File: src/rtl/multicycle_maindec_if.sv
// Control bundle between the multicycle main decoder and the datapath.
// master = decoder side, slave = datapath side.
interface multicycle_maindec_if;
  logic [5:0] op;
  logic [5:0] funct;
  logic       zero;
  logic       mem_ready;

  logic       memread;
  logic       memwrite;
  logic       iord;
  logic       irwrite;
  logic       regwrite;
  logic       regdst;
  logic       memtoreg;
  logic       alusrca;
  logic [1:0] alusrcb;
  logic       zext;
  logic [1:0] aluop;
  logic [1:0] pcsrc;
  logic       pcen;
  logic [3:0] state;
  logic       instr_done;
  logic       illegal;
  logic       mem_timeout;

  modport master (
    input  op, funct, zero, mem_ready,
    output memread, memwrite, iord, irwrite, regwrite, regdst, memtoreg,
           alusrca, alusrcb, zext, aluop, pcsrc, pcen, state,
           instr_done, illegal, mem_timeout
  );

  modport slave (
    output op, funct, zero, mem_ready,
    input  memread, memwrite, iord, irwrite, regwrite, regdst, memtoreg,
           alusrca, alusrcb, zext, aluop, pcsrc, pcen, state,
           instr_done, illegal, mem_timeout
  );
endinterface

File: src/rtl/multicycle_maindec.sv
// Multicycle MIPS main control FSM with memory-ready stalls and wait watchdog.
// Optional: define MAINDEC_BNE_EN to decode BNE (op 000101) through BREX.
module multicycle_maindec #(
  parameter int unsigned MEM_WAIT_MAX = 15
) (
  input logic                 clk,
  input logic                 resetn,
  multicycle_maindec_if.master ctrl
);

  typedef enum logic [3:0] {
    FETCH  = 4'd0,
    DECODE = 4'd1,
    MEMADR = 4'd2,
    MEMRD  = 4'd3,
    MEMWB  = 4'd4,
    MEMWR  = 4'd5,
    REX    = 4'd6,
    RWB    = 4'd7,
    BREX   = 4'd8,
    IEX    = 4'd9,
    IWB    = 4'd10,
    JEX    = 4'd11
  } state_e;

  localparam int unsigned CW        = (MEM_WAIT_MAX > 0) ? $clog2(MEM_WAIT_MAX + 1) : 1;
  localparam int unsigned WAIT_LAST = (MEM_WAIT_MAX > 0) ? MEM_WAIT_MAX - 1 : 0;
  localparam bit          WD_EN     = (MEM_WAIT_MAX != 0);

  localparam logic [5:0] OP_RTYPE = 6'b000000;
  localparam logic [5:0] OP_LW    = 6'b100011;
  localparam logic [5:0] OP_SW    = 6'b101011;
  localparam logic [5:0] OP_BEQ   = 6'b000100;
  localparam logic [5:0] OP_BNE   = 6'b000101;
  localparam logic [5:0] OP_J     = 6'b000010;
  localparam logic [5:0] OP_LUI   = 6'b001111;

  state_e         state_q, state_d;
  logic [CW-1:0]  wcnt_q, wcnt_d;

  logic           mem_state, stall, timeout;
  state_e         decode_ns;
  logic           op_illegal;
  logic           zext_imm;
  logic           br_take;

  logic memread_c, memwrite_c, iord_c, irwrite_c, regwrite_c, regdst_c;
  logic memtoreg_c, alusrca_c, zext_c, pcen_c, instr_done_c, illegal_c;
  logic [1:0] alusrcb_c, aluop_c, pcsrc_c;

  logic unused_funct;
  assign unused_funct = ^ctrl.funct;

  assign mem_state = (state_q == FETCH) || (state_q == MEMRD) || (state_q == MEMWR);
  assign stall     = mem_state && !ctrl.mem_ready;
  // The current stall cycle is the MEM_WAIT_MAX-th when the count of earlier ones is MAX-1.
  assign timeout   = WD_EN && stall && (wcnt_q == WAIT_LAST[CW-1:0]);

  assign zext_imm  = (ctrl.op[5:2] == 4'b0011) && (ctrl.op != OP_LUI);

`ifdef MAINDEC_BNE_EN
  assign br_take = (ctrl.op == OP_BNE) ? !ctrl.zero : ctrl.zero;
`else
  assign br_take = ctrl.zero;
`endif

  always_comb begin
    decode_ns  = FETCH;
    op_illegal = 1'b0;
    case (ctrl.op) inside
      OP_RTYPE:     decode_ns = REX;
      OP_LW, OP_SW: decode_ns = MEMADR;
      OP_BEQ:       decode_ns = BREX;
`ifdef MAINDEC_BNE_EN
      OP_BNE:       decode_ns = BREX;
`endif
      OP_J:         decode_ns = JEX;
      6'b001???:    decode_ns = IEX;
      default:      op_illegal = 1'b1;
    endcase
  end

  always_ff @(posedge clk or negedge resetn) begin
    if (!resetn) begin
      state_q <= FETCH;
      wcnt_q  <= '0;
    end else begin
      state_q <= state_d;
      wcnt_q  <= wcnt_d;
    end
  end

  always_comb begin
    state_d = state_q;
    case (state_q)
      FETCH:   if (timeout) state_d = FETCH;
               else if (ctrl.mem_ready) state_d = DECODE;
      DECODE:  state_d = decode_ns;
      MEMADR:  state_d = (ctrl.op == OP_SW) ? MEMWR : MEMRD;
      MEMRD:   if (timeout) state_d = FETCH;
               else if (ctrl.mem_ready) state_d = MEMWB;
      MEMWB:   state_d = FETCH;
      MEMWR:   if (timeout || ctrl.mem_ready) state_d = FETCH;
      REX:     state_d = RWB;
      RWB:     state_d = FETCH;
      IEX:     state_d = IWB;
      IWB:     state_d = FETCH;
      BREX:    state_d = FETCH;
      JEX:     state_d = FETCH;
      default: state_d = FETCH;
    endcase
  end

  // Staying in a memory state only happens on a non-timeout stall, so any other cycle clears.
  always_comb begin
    wcnt_d = '0;
    if (stall && !timeout) begin
      wcnt_d = (&wcnt_q) ? wcnt_q : wcnt_q + CW'(1);
    end
  end

  always_comb begin
    memread_c    = 1'b0;
    memwrite_c   = 1'b0;
    iord_c       = 1'b0;
    irwrite_c    = 1'b0;
    regwrite_c   = 1'b0;
    regdst_c     = 1'b0;
    memtoreg_c   = 1'b0;
    alusrca_c    = 1'b0;
    alusrcb_c    = 2'b00;
    zext_c       = 1'b0;
    aluop_c      = 2'b00;
    pcsrc_c      = 2'b00;
    pcen_c       = 1'b0;
    instr_done_c = 1'b0;
    illegal_c    = 1'b0;
    case (state_q)
      FETCH: begin
        memread_c = 1'b1;
        alusrcb_c = 2'b01;
        irwrite_c = ctrl.mem_ready;
        pcen_c    = ctrl.mem_ready;
      end
      DECODE: begin
        alusrcb_c = 2'b11;
        illegal_c = op_illegal;
      end
      MEMADR: begin
        alusrca_c = 1'b1;
        alusrcb_c = 2'b10;
      end
      MEMRD: begin
        memread_c = 1'b1;
        iord_c    = 1'b1;
      end
      MEMWB: begin
        regwrite_c   = 1'b1;
        memtoreg_c   = 1'b1;
        instr_done_c = 1'b1;
      end
      MEMWR: begin
        memwrite_c   = 1'b1;
        iord_c       = 1'b1;
        instr_done_c = ctrl.mem_ready;
      end
      REX: begin
        alusrca_c = 1'b1;
        aluop_c   = 2'b10;
      end
      RWB: begin
        regwrite_c   = 1'b1;
        regdst_c     = 1'b1;
        instr_done_c = 1'b1;
      end
      IEX: begin
        alusrca_c = 1'b1;
        alusrcb_c = 2'b10;
        aluop_c   = 2'b11;
        zext_c    = zext_imm;
      end
      IWB: begin
        regwrite_c   = 1'b1;
        zext_c       = zext_imm;
        instr_done_c = 1'b1;
      end
      BREX: begin
        alusrca_c    = 1'b1;
        aluop_c      = 2'b01;
        pcsrc_c      = 2'b01;
        pcen_c       = br_take;
        instr_done_c = 1'b1;
      end
      JEX: begin
        pcsrc_c      = 2'b10;
        pcen_c       = 1'b1;
        instr_done_c = 1'b1;
      end
      default: ;
    endcase
  end

  // Strobes and pulses are gated by resetn so an asynchronous reset kills any in-flight commit.
  assign ctrl.memread     = memread_c  & resetn;
  assign ctrl.memwrite    = memwrite_c & resetn;
  assign ctrl.irwrite     = irwrite_c  & resetn;
  assign ctrl.regwrite    = regwrite_c & resetn;
  assign ctrl.pcen        = pcen_c     & resetn;
  assign ctrl.instr_done  = instr_done_c & resetn;
  assign ctrl.illegal     = illegal_c  & resetn;
  assign ctrl.mem_timeout = timeout    & resetn;

  assign ctrl.iord     = iord_c;
  assign ctrl.regdst   = regdst_c;
  assign ctrl.memtoreg = memtoreg_c;
  assign ctrl.alusrca  = alusrca_c;
  assign ctrl.alusrcb  = alusrcb_c;
  assign ctrl.zext     = zext_c;
  assign ctrl.aluop    = aluop_c;
  assign ctrl.pcsrc    = pcsrc_c;
  assign ctrl.state    = state_q;

endmodule

File: src/flat_wrapper.sv
// flat-port wrapper written by rule: the top's interface ports become plain ports
module multicycle_maindec_flat 
#(
  parameter int unsigned MEM_WAIT_MAX = 15
)
  (clk, resetn, ctrl_op, ctrl_funct, ctrl_zero, ctrl_mem_ready, ctrl_memread, ctrl_memwrite, ctrl_iord, ctrl_irwrite, ctrl_regwrite, ctrl_regdst, ctrl_memtoreg, ctrl_alusrca, ctrl_alusrcb, ctrl_zext, ctrl_aluop, ctrl_pcsrc, ctrl_pcen, ctrl_state, ctrl_instr_done, ctrl_illegal, ctrl_mem_timeout);
  multicycle_maindec_if ctrl_i ();
  input logic clk;
  input logic resetn;
  input wire logic [$bits(ctrl_i.op)-1:0] ctrl_op;
  input wire logic [$bits(ctrl_i.funct)-1:0] ctrl_funct;
  input wire logic [$bits(ctrl_i.zero)-1:0] ctrl_zero;
  input wire logic [$bits(ctrl_i.mem_ready)-1:0] ctrl_mem_ready;
  output wire logic [$bits(ctrl_i.memread)-1:0] ctrl_memread;
  output wire logic [$bits(ctrl_i.memwrite)-1:0] ctrl_memwrite;
  output wire logic [$bits(ctrl_i.iord)-1:0] ctrl_iord;
  output wire logic [$bits(ctrl_i.irwrite)-1:0] ctrl_irwrite;
  output wire logic [$bits(ctrl_i.regwrite)-1:0] ctrl_regwrite;
  output wire logic [$bits(ctrl_i.regdst)-1:0] ctrl_regdst;
  output wire logic [$bits(ctrl_i.memtoreg)-1:0] ctrl_memtoreg;
  output wire logic [$bits(ctrl_i.alusrca)-1:0] ctrl_alusrca;
  output wire logic [$bits(ctrl_i.alusrcb)-1:0] ctrl_alusrcb;
  output wire logic [$bits(ctrl_i.zext)-1:0] ctrl_zext;
  output wire logic [$bits(ctrl_i.aluop)-1:0] ctrl_aluop;
  output wire logic [$bits(ctrl_i.pcsrc)-1:0] ctrl_pcsrc;
  output wire logic [$bits(ctrl_i.pcen)-1:0] ctrl_pcen;
  output wire logic [$bits(ctrl_i.state)-1:0] ctrl_state;
  output wire logic [$bits(ctrl_i.instr_done)-1:0] ctrl_instr_done;
  output wire logic [$bits(ctrl_i.illegal)-1:0] ctrl_illegal;
  output wire logic [$bits(ctrl_i.mem_timeout)-1:0] ctrl_mem_timeout;
  assign ctrl_i.op = ctrl_op;
  assign ctrl_i.funct = ctrl_funct;
  assign ctrl_i.zero = ctrl_zero;
  assign ctrl_i.mem_ready = ctrl_mem_ready;
  assign ctrl_memread = ctrl_i.memread;
  assign ctrl_memwrite = ctrl_i.memwrite;
  assign ctrl_iord = ctrl_i.iord;
  assign ctrl_irwrite = ctrl_i.irwrite;
  assign ctrl_regwrite = ctrl_i.regwrite;
  assign ctrl_regdst = ctrl_i.regdst;
  assign ctrl_memtoreg = ctrl_i.memtoreg;
  assign ctrl_alusrca = ctrl_i.alusrca;
  assign ctrl_alusrcb = ctrl_i.alusrcb;
  assign ctrl_zext = ctrl_i.zext;
  assign ctrl_aluop = ctrl_i.aluop;
  assign ctrl_pcsrc = ctrl_i.pcsrc;
  assign ctrl_pcen = ctrl_i.pcen;
  assign ctrl_state = ctrl_i.state;
  assign ctrl_instr_done = ctrl_i.instr_done;
  assign ctrl_illegal = ctrl_i.illegal;
  assign ctrl_mem_timeout = ctrl_i.mem_timeout;
  multicycle_maindec #(.MEM_WAIT_MAX(MEM_WAIT_MAX)) u_core (.clk(clk), .resetn(resetn), .ctrl(ctrl_i));
endmodule
File: config.mk
export PLATFORM = sky130hd
export DESIGN_NAME = multicycle_maindec_flat
export DESIGN_NICKNAME = d
export VERILOG_FILES = /design/src/rtl/multicycle_maindec_if.sv /design/src/rtl/multicycle_maindec.sv /design/src/flat_wrapper.sv
export SDC_FILE = /design/constraint.sdc
export NUM_CORES = 1
export LEC_CHECK = 0
export ABC_AREA = 1
export BUFFER_PORTS_ARGS = -buffer_cell sky130_fd_sc_hd__buf_2
export CAP_MARGIN = 20
export CORE_MARGIN = 1.5
export CORE_UTILIZATION = 46
export CTS_CLUSTER_DIAMETER = 30
export CTS_CLUSTER_SIZE = 12
export DETAILED_ROUTE_END_ITERATION = 12
export GPL_TIMING_DRIVEN = 0
export PLACE_DENSITY = 0.76
export SYNTH_ARGS = -nofsm -noshare
export SYNTH_HDL_FRONTEND = slang
export SYNTH_SLANG_ARGS = --single-unit
File: constraint.sdc
create_clock -name clk -period 1.5 [get_ports clk]
set_input_delay 0 -clock clk [delete_from_list [all_inputs] [get_ports clk]]
set_output_delay 0 -clock clk [all_outputs]
set_load 0.01 [all_outputs]
==> reports/results.ini, run 1 <==
[sta]
hold_viol=0
rsz0062_at_grt=yes
tightest_slew_ns=0.259
period_share_pct=97.1
fin_tns_setup_ns=0
fin_skew_ns=0.0000608
drv_slew=0
slew_headroom_pct=82.7
final-setup-viol-count=0
fin_crit_ns=1.46
fmax_mhz=686

[place]
dp_hpwl_um=1590
io_buffer_count=32
place.gp.congestion=0.830
dp.cells=195

[final_layout]
fill_cells=168
layout_common_cells=buf_2 (32), nand2_1 (31), nor2_1 (24), inv_1 (15), nand3_1 (11)
antenna_cells=0
syn2layout_area_growth_pct=36.8
stdcell_count=205
multi_input_area_um2=573
final_common_cell=buf_2
final_nets=200
seqCellArea_um2=204
drive_gt1_share_pct=38.9

[global_route]
grt_overflow=0
grt_pass1_vias=753
grt_usage_pct=19.8
grt_first_pass_wirelength_um=3020
antenna_found_initial=0
grt_max_degree=12

[logic_synthesis]
synthCells=138
synth_cell_type_count=23
syn_area_um2=836
async_flop_share_pct=100
ys_ff_latch=8
synth-edff-count=0
ys_warn_count=0
avgSynthCellArea_um2=6.06
synth_ff_type=dfrtp_1
synth.net_count=156
ys_seq_area_share_pct=24.0

[critical_path]
cp.arrival_ns=1.46
setup.worst_path.class=register to output port
crit_path_end_kind=output port
startpoint_type=register
worst-endpoint-required_ns=1.50
cp_max_fo=8

[floorplanning]
die-area_um2=2080
ios=39
fp-row-count=15
coreArea_um2=1710
start_util_pct=48.9
die_h_um=45.6
dieWidth_um=45.6

[power]
leakage_nw=0.666
max-vdd-ir-drop_v=0.000823
power_mw=1.84
power_density_nw_per_um2=1610

[detailed_routing]
vias=1003
drt-pass1-iter-count=4
drtIter0Drc=20
drc_errors=0
wl_per_cell_um=10.1
via_per_inst=4.89
totalWireLength_um=2080
antenna_left=0

[hold_path]
min_path_type=primary input to register

[flow_run]
maxCapViolCount=0

[status]
status=finished, final reports clean

[cts]
cts_tree=done
cts_sinks=8
clk_path_buf_depth=2
insertion_delay_ns=0.24
cts_buffers=3
htreeDepth=1
path_clk_slew_ns=0.05
root_buffer=clkbuf_4

-- cells by family after synthesis --
kind of cell	after synthesis	synth area share (%)
AO/OA/AOI/OAI	15	12.1
XOR/XNOR	3	3.14
adder cells (fa/ha/maj)	2	2.99
buffers and inverters	24	11.7
flip-flops	8	24.0
AND/OR/NAND/NOR	86	46.1
-- state kept, by name (all words and copies together), names as in the netlist --
register / flops
u_core.ctrl.state: 4
u_core.wcnt_q: 4
-- final timing paths --
check,start,end,slack (ns),cells past startpoint
worst max register to register,u_core.ctrl.state[1],u_core.ctrl.state[2],0.07,10
min in group asynchronous,resetn,u_core.ctrl.state[1],0.15,2
max in group asynchronous,resetn,u_core.ctrl.state[0],1.14,2
worst min-delay path,ctrl_mem_ready,u_core.ctrl.state[0],0.08,4
worst min register to register,u_core.wcnt_q[3],u_core.wcnt_q[1],0.61,2
worst max-delay path,u_core.ctrl.state[1],ctrl_mem_timeout,0.04,7
-- critical path, stage by stage (launching register included) --
cell and delay [ns]:
dfrtp_1 0.38, buf_6 0.15, nor2_2 0.13, nand2_2 0.13, nand3_2 0.09, nand3_2 0.11, nor2_1 0.10, buf_2 0.13
-- power breakdown --
part           internal (mW)  total, mW  switching, mW
clock                 0.0910      0.156         0.0653
sequential             0.287      0.381         0.0945
combinational          0.528       1.31          0.780
-- per-stage QoR --
step                cell area [um^2]  util, %  hold WS [ns]  setup WS [ns]
finish                          1140     67.0        0.0824         0.0429
global route                    1140     67.0        0.0981        -0.0257
CTS                             1060     62.1        0.0763        0.00400
detailed placement              1030     60.1        -0.124          0.166
global placement                1030     60.1        -0.125          0.187
floorplan                        836        -        -0.296          0.205
-- what timing repair did --
| item | 4_1_cts | 5_1_grt |
|---|---|---|
| buffers inserted | 0 | 6 |
| hold buffers | 1 | 0 |
| endpoints found under the setup margin | 0 | 6 |
| resized for setup | 0 | 15 |
| hold endpoints to repair | 8 | 0 |
-- area by class of cell --
class	count	area share, %
multi-input combinational	106	50.1
buffer	1	0.985
sequential	8	17.8
inverter	23	7.55
tap	25	2.74
timing repair buffer	39	18.8
clock buffer	3	1.97
-- metal layers --
metal / global-route usage [%] / wire length (um) / vias to the layer above
met3: 2.38 / 99 / 2
met4: 7.06 / 10 / 0
li1: - / - / 520
met5: 0 / 0 / -
met2: 33.5 / 1040 / 31
met1: 25.7 / 931 / 450
-- synth_stat cells (2+ instances only) --
library cell  number  share of area [%]
nand2_2            4                3.0
dfrtp_1            8                 24
nor3_1             3                1.8
inv_1             18                8.1
nor2_2             4                3.0
a31oi_1            2                1.5
nand2_1           33                 15
nor2_1            26                 12
ha_1               2                3.0
xor2_1             2                2.1
o21ai_0            2                1.2
inv_2              5                2.2
a21oi_1            7                4.2
nand3_2            2                2.4
nand4_1            2                1.5
nand3_1           11                6.6
(Power assumes the default switching activity.)
==> run 2: changes to the inputs <==
CORE_ASPECT_RATIO = 0.9   (was default)
clock period = 1.35 ns   (was 1.5 ns; I/O delays follow)
==> run 2 against run 1 <==
Effect of this change: the run now ends with setup timing left; register-to-register slack got worse by 0.16 ns; clock power increased by 15%; non-clock buffer count increased by 11; combinational power grew 51%; flip-flop and latch count unchanged; clock skew grew 0.0020 ns; setup slack worse by 0.20 ns; total power is 42% higher; die area hardly changed; global-route usage increased by 4.5 points; critical path type unchanged.
==> reports/results.ini, run 2 (synthesized netlist as in run 1, its figures left out) <==
[sta]
tightest_slew_ns=0.255  ; -0.00418 ns
final-setup-viol-count=15  ; +15
fin_tns_setup_ns=-0.930  ; -0.930 ns
slew_headroom_pct=83.0  ; +0.28 points
fin_skew_ns=0.00207  ; +0.00201 ns
hold_viol=0  ; unchanged
rsz0062_at_grt=yes
drv_slew=0  ; unchanged
fmax_mhz=664
fin_ws_ns=-0.155  ; -0.198 ns
period_share_pct=111
hold_slack_ns=0.126  ; +0.0437 ns
fin_crit_ns=1.51

[power]
p_sw_share_pct=51.4  ; +0.48 points
p_sw_mw=1.34  ; +43%
seqPwrFrac_pct=17.3  ; -3.3 points
combPwrFrac_pct=75.8  ; +4.9 points
leakage_nw=0.738  ; +11%
power_mw=2.61  ; +42%
clockPowerShare_pct=6.9  ; -1.6 points
power_density_nw_per_um2=1970  ; +22%
intPower_mw=1.27  ; +40%
max-vdd-ir-drop_v=0.00124  ; +51%

[detailed_routing]
routed.top_layer=met4
wl_per_cell_um=13.2  ; +31%
drtIter0Drc=35  ; +75%
drt-pass1-iter-count=4  ; unchanged
dr_wl_met2_um=1470  ; +41%
vias=1102  ; +9.9%
drc_errors=0  ; unchanged
dr_wl_met3_um=175  ; +77%
met1_length_um=1200  ; +28%
via_per_inst=5.13  ; +4.8%
antenna_left=0  ; unchanged
totalWireLength_um=2850  ; +37%

[cts]
root_buffer=clkbuf_4
clk_path_buf_depth=2  ; unchanged
insertion_delay_ns=0.25  ; about the same
cts_sinks=8  ; unchanged
htreeDepth=1  ; unchanged
cts_buffers=3  ; unchanged
cts_tree=done
path_clk_slew_ns=0.05  ; about the same

[floorplanning]
die-area_um2=2080  ; about the same
fp-row-count=14  ; -1
coreArea_um2=1680  ; -1.5%
start_util_pct=49.7  ; +0.76 points
die_h_um=43.4  ; -4.8%
dieWidth_um=47.9  ; +5.1%
ios=39  ; unchanged

[global_route]
grt_overflow=0  ; unchanged
grt_usage_pct=24.3  ; +4.5 points
grt_first_pass_wirelength_um=3670  ; +22%
antenna_found_initial=0  ; unchanged
grt_max_degree=12  ; unchanged
grt_pass1_vias=926  ; +23%

[critical_path]
cp_max_fo=5  ; -3
startpoint_type=register
setup.worst_path.class=register to output port
cp.arrival_ns=1.51  ; +0.05 ns
worst-endpoint-required_ns=1.35  ; -0.15 ns
crit_path_end_kind=output port

[place]
dp.cells=194  ; -0.51%
dpl_cell_area_um2=1030  ; -0.12%
dp_hpwl_um=1580  ; -0.89%
io_buffer_count=32  ; unchanged
place.gp.congestion=0.821  ; -1.0%

[hold_path]
min_path_type=primary input to register

[final_layout]
layout_common_cells=buf_2 (32), nand2_1 (25), nor2_1 (18), buf_4 (16), inv_1 (15)
fin_area_um2=1330  ; +16%
antenna_cells=0  ; unchanged
final_nets=211  ; +5.5%
final_common_cell=buf_2
syn2layout_area_growth_pct=59.0
seqCellArea_um2=204  ; unchanged
drive_gt1_share_pct=52.9  ; +14 points
fill_cells=123  ; -27%
multi_input_area_um2=663  ; +16%
stdcell_count=215  ; +4.9%

[flow_run]
maxCapViolCount=0  ; unchanged

[status]
violations=setup timing
status=finished with violations

==> run 2: cell types whose count changed in the layout (fill, tap and decap cells not counted), sizes merged <==
cell  delta
buf     +11
==> run 2: final timing paths <==
kind / start / to / slack, ns / cells past startpoint
setup / recovery: u_core.ctrl.state[3] / ctrl_instr_done / -0.16 / 7
hold / removal: ctrl_mem_ready / u_core.ctrl.state[0] / 0.13 / 4
setup reg to reg: u_core.ctrl.state[1] / u_core.ctrl.state[0] / -0.09 / 10
hold reg to reg: u_core.wcnt_q[3] / u_core.wcnt_q[1] / 0.60 / 2
max in group asynchronous: resetn / u_core.ctrl.state[0] / 0.98 / 2
min in group asynchronous: resetn / u_core.ctrl.state[3] / 0.15 / 2
==> run 2: final cells by class <==
class / count / area share [%]
buffer: 1 / 0.847
clock buffer: 3 / 1.69
inverter: 23 / 7.25
multi-input combinational: 106 / 49.9
sequential: 8 / 15.3
tap: 24 / 2.26
timing repair buffer: 50 / 22.7
==> run 2: power by group through the flow <==
| stage | sequential [mW] | clock, mW | combinational (mW) |
|---|---|---|---|
| 2_1_floorplan | 0.413 | 0 | 0.893 |
| 6_report | 0.452 | 0.180 | 1.98 |
| 3_3_place_gp | 0.405 | 0 | 1.25 |
| 5_1_grt | 0.454 | 0.203 | 2.13 |
| 4_1_cts | 0.431 | 0.187 | 1.64 |
| 3_5_place_dp | 0.406 | 0 | 1.26 |
==> run 2: worst max-delay path, cell delays in order (launching register included) <==
cell and delay, ns:
dfrtp_2 0.49, inv_4 0.08, nor2_2 0.13, nand2_1 0.10, inv_2 0.08, nor3_2 0.05
a31oi_1 0.16, buf_2 0.16
==> run 2: through the flow <==
| stage | util, % | worst slack (ns) |
|---|---|---|
| after global routing | 79.0 | -0.197 |
| final | 79.0 | -0.155 |
| after floorplan | - | 0.0554 |
| after global placement | 61.0 | 0.0278 |
| after detailed placement | 61.0 | 0.00717 |
| after CTS | 72.5 | -0.0620 |
==> run 2: per-layer routing <==
metal,vias up,global-route usage [%]
met5,-,0
met4,0,8.65
met3,2,3.33
met2,52,41.1
met1,502,30.8
li1,546,-
==> run 2: what timing repair did <==
action / CTS / global route
pin swaps: 12 / 4
endpoints found under the setup margin: 10 / 19
gates resized for setup: 24 / 23
endpoints found under the hold margin: 8 / 0
hold buffers: 1 / 0
cloned: 1 / 0
buffers inserted: 11 / 5
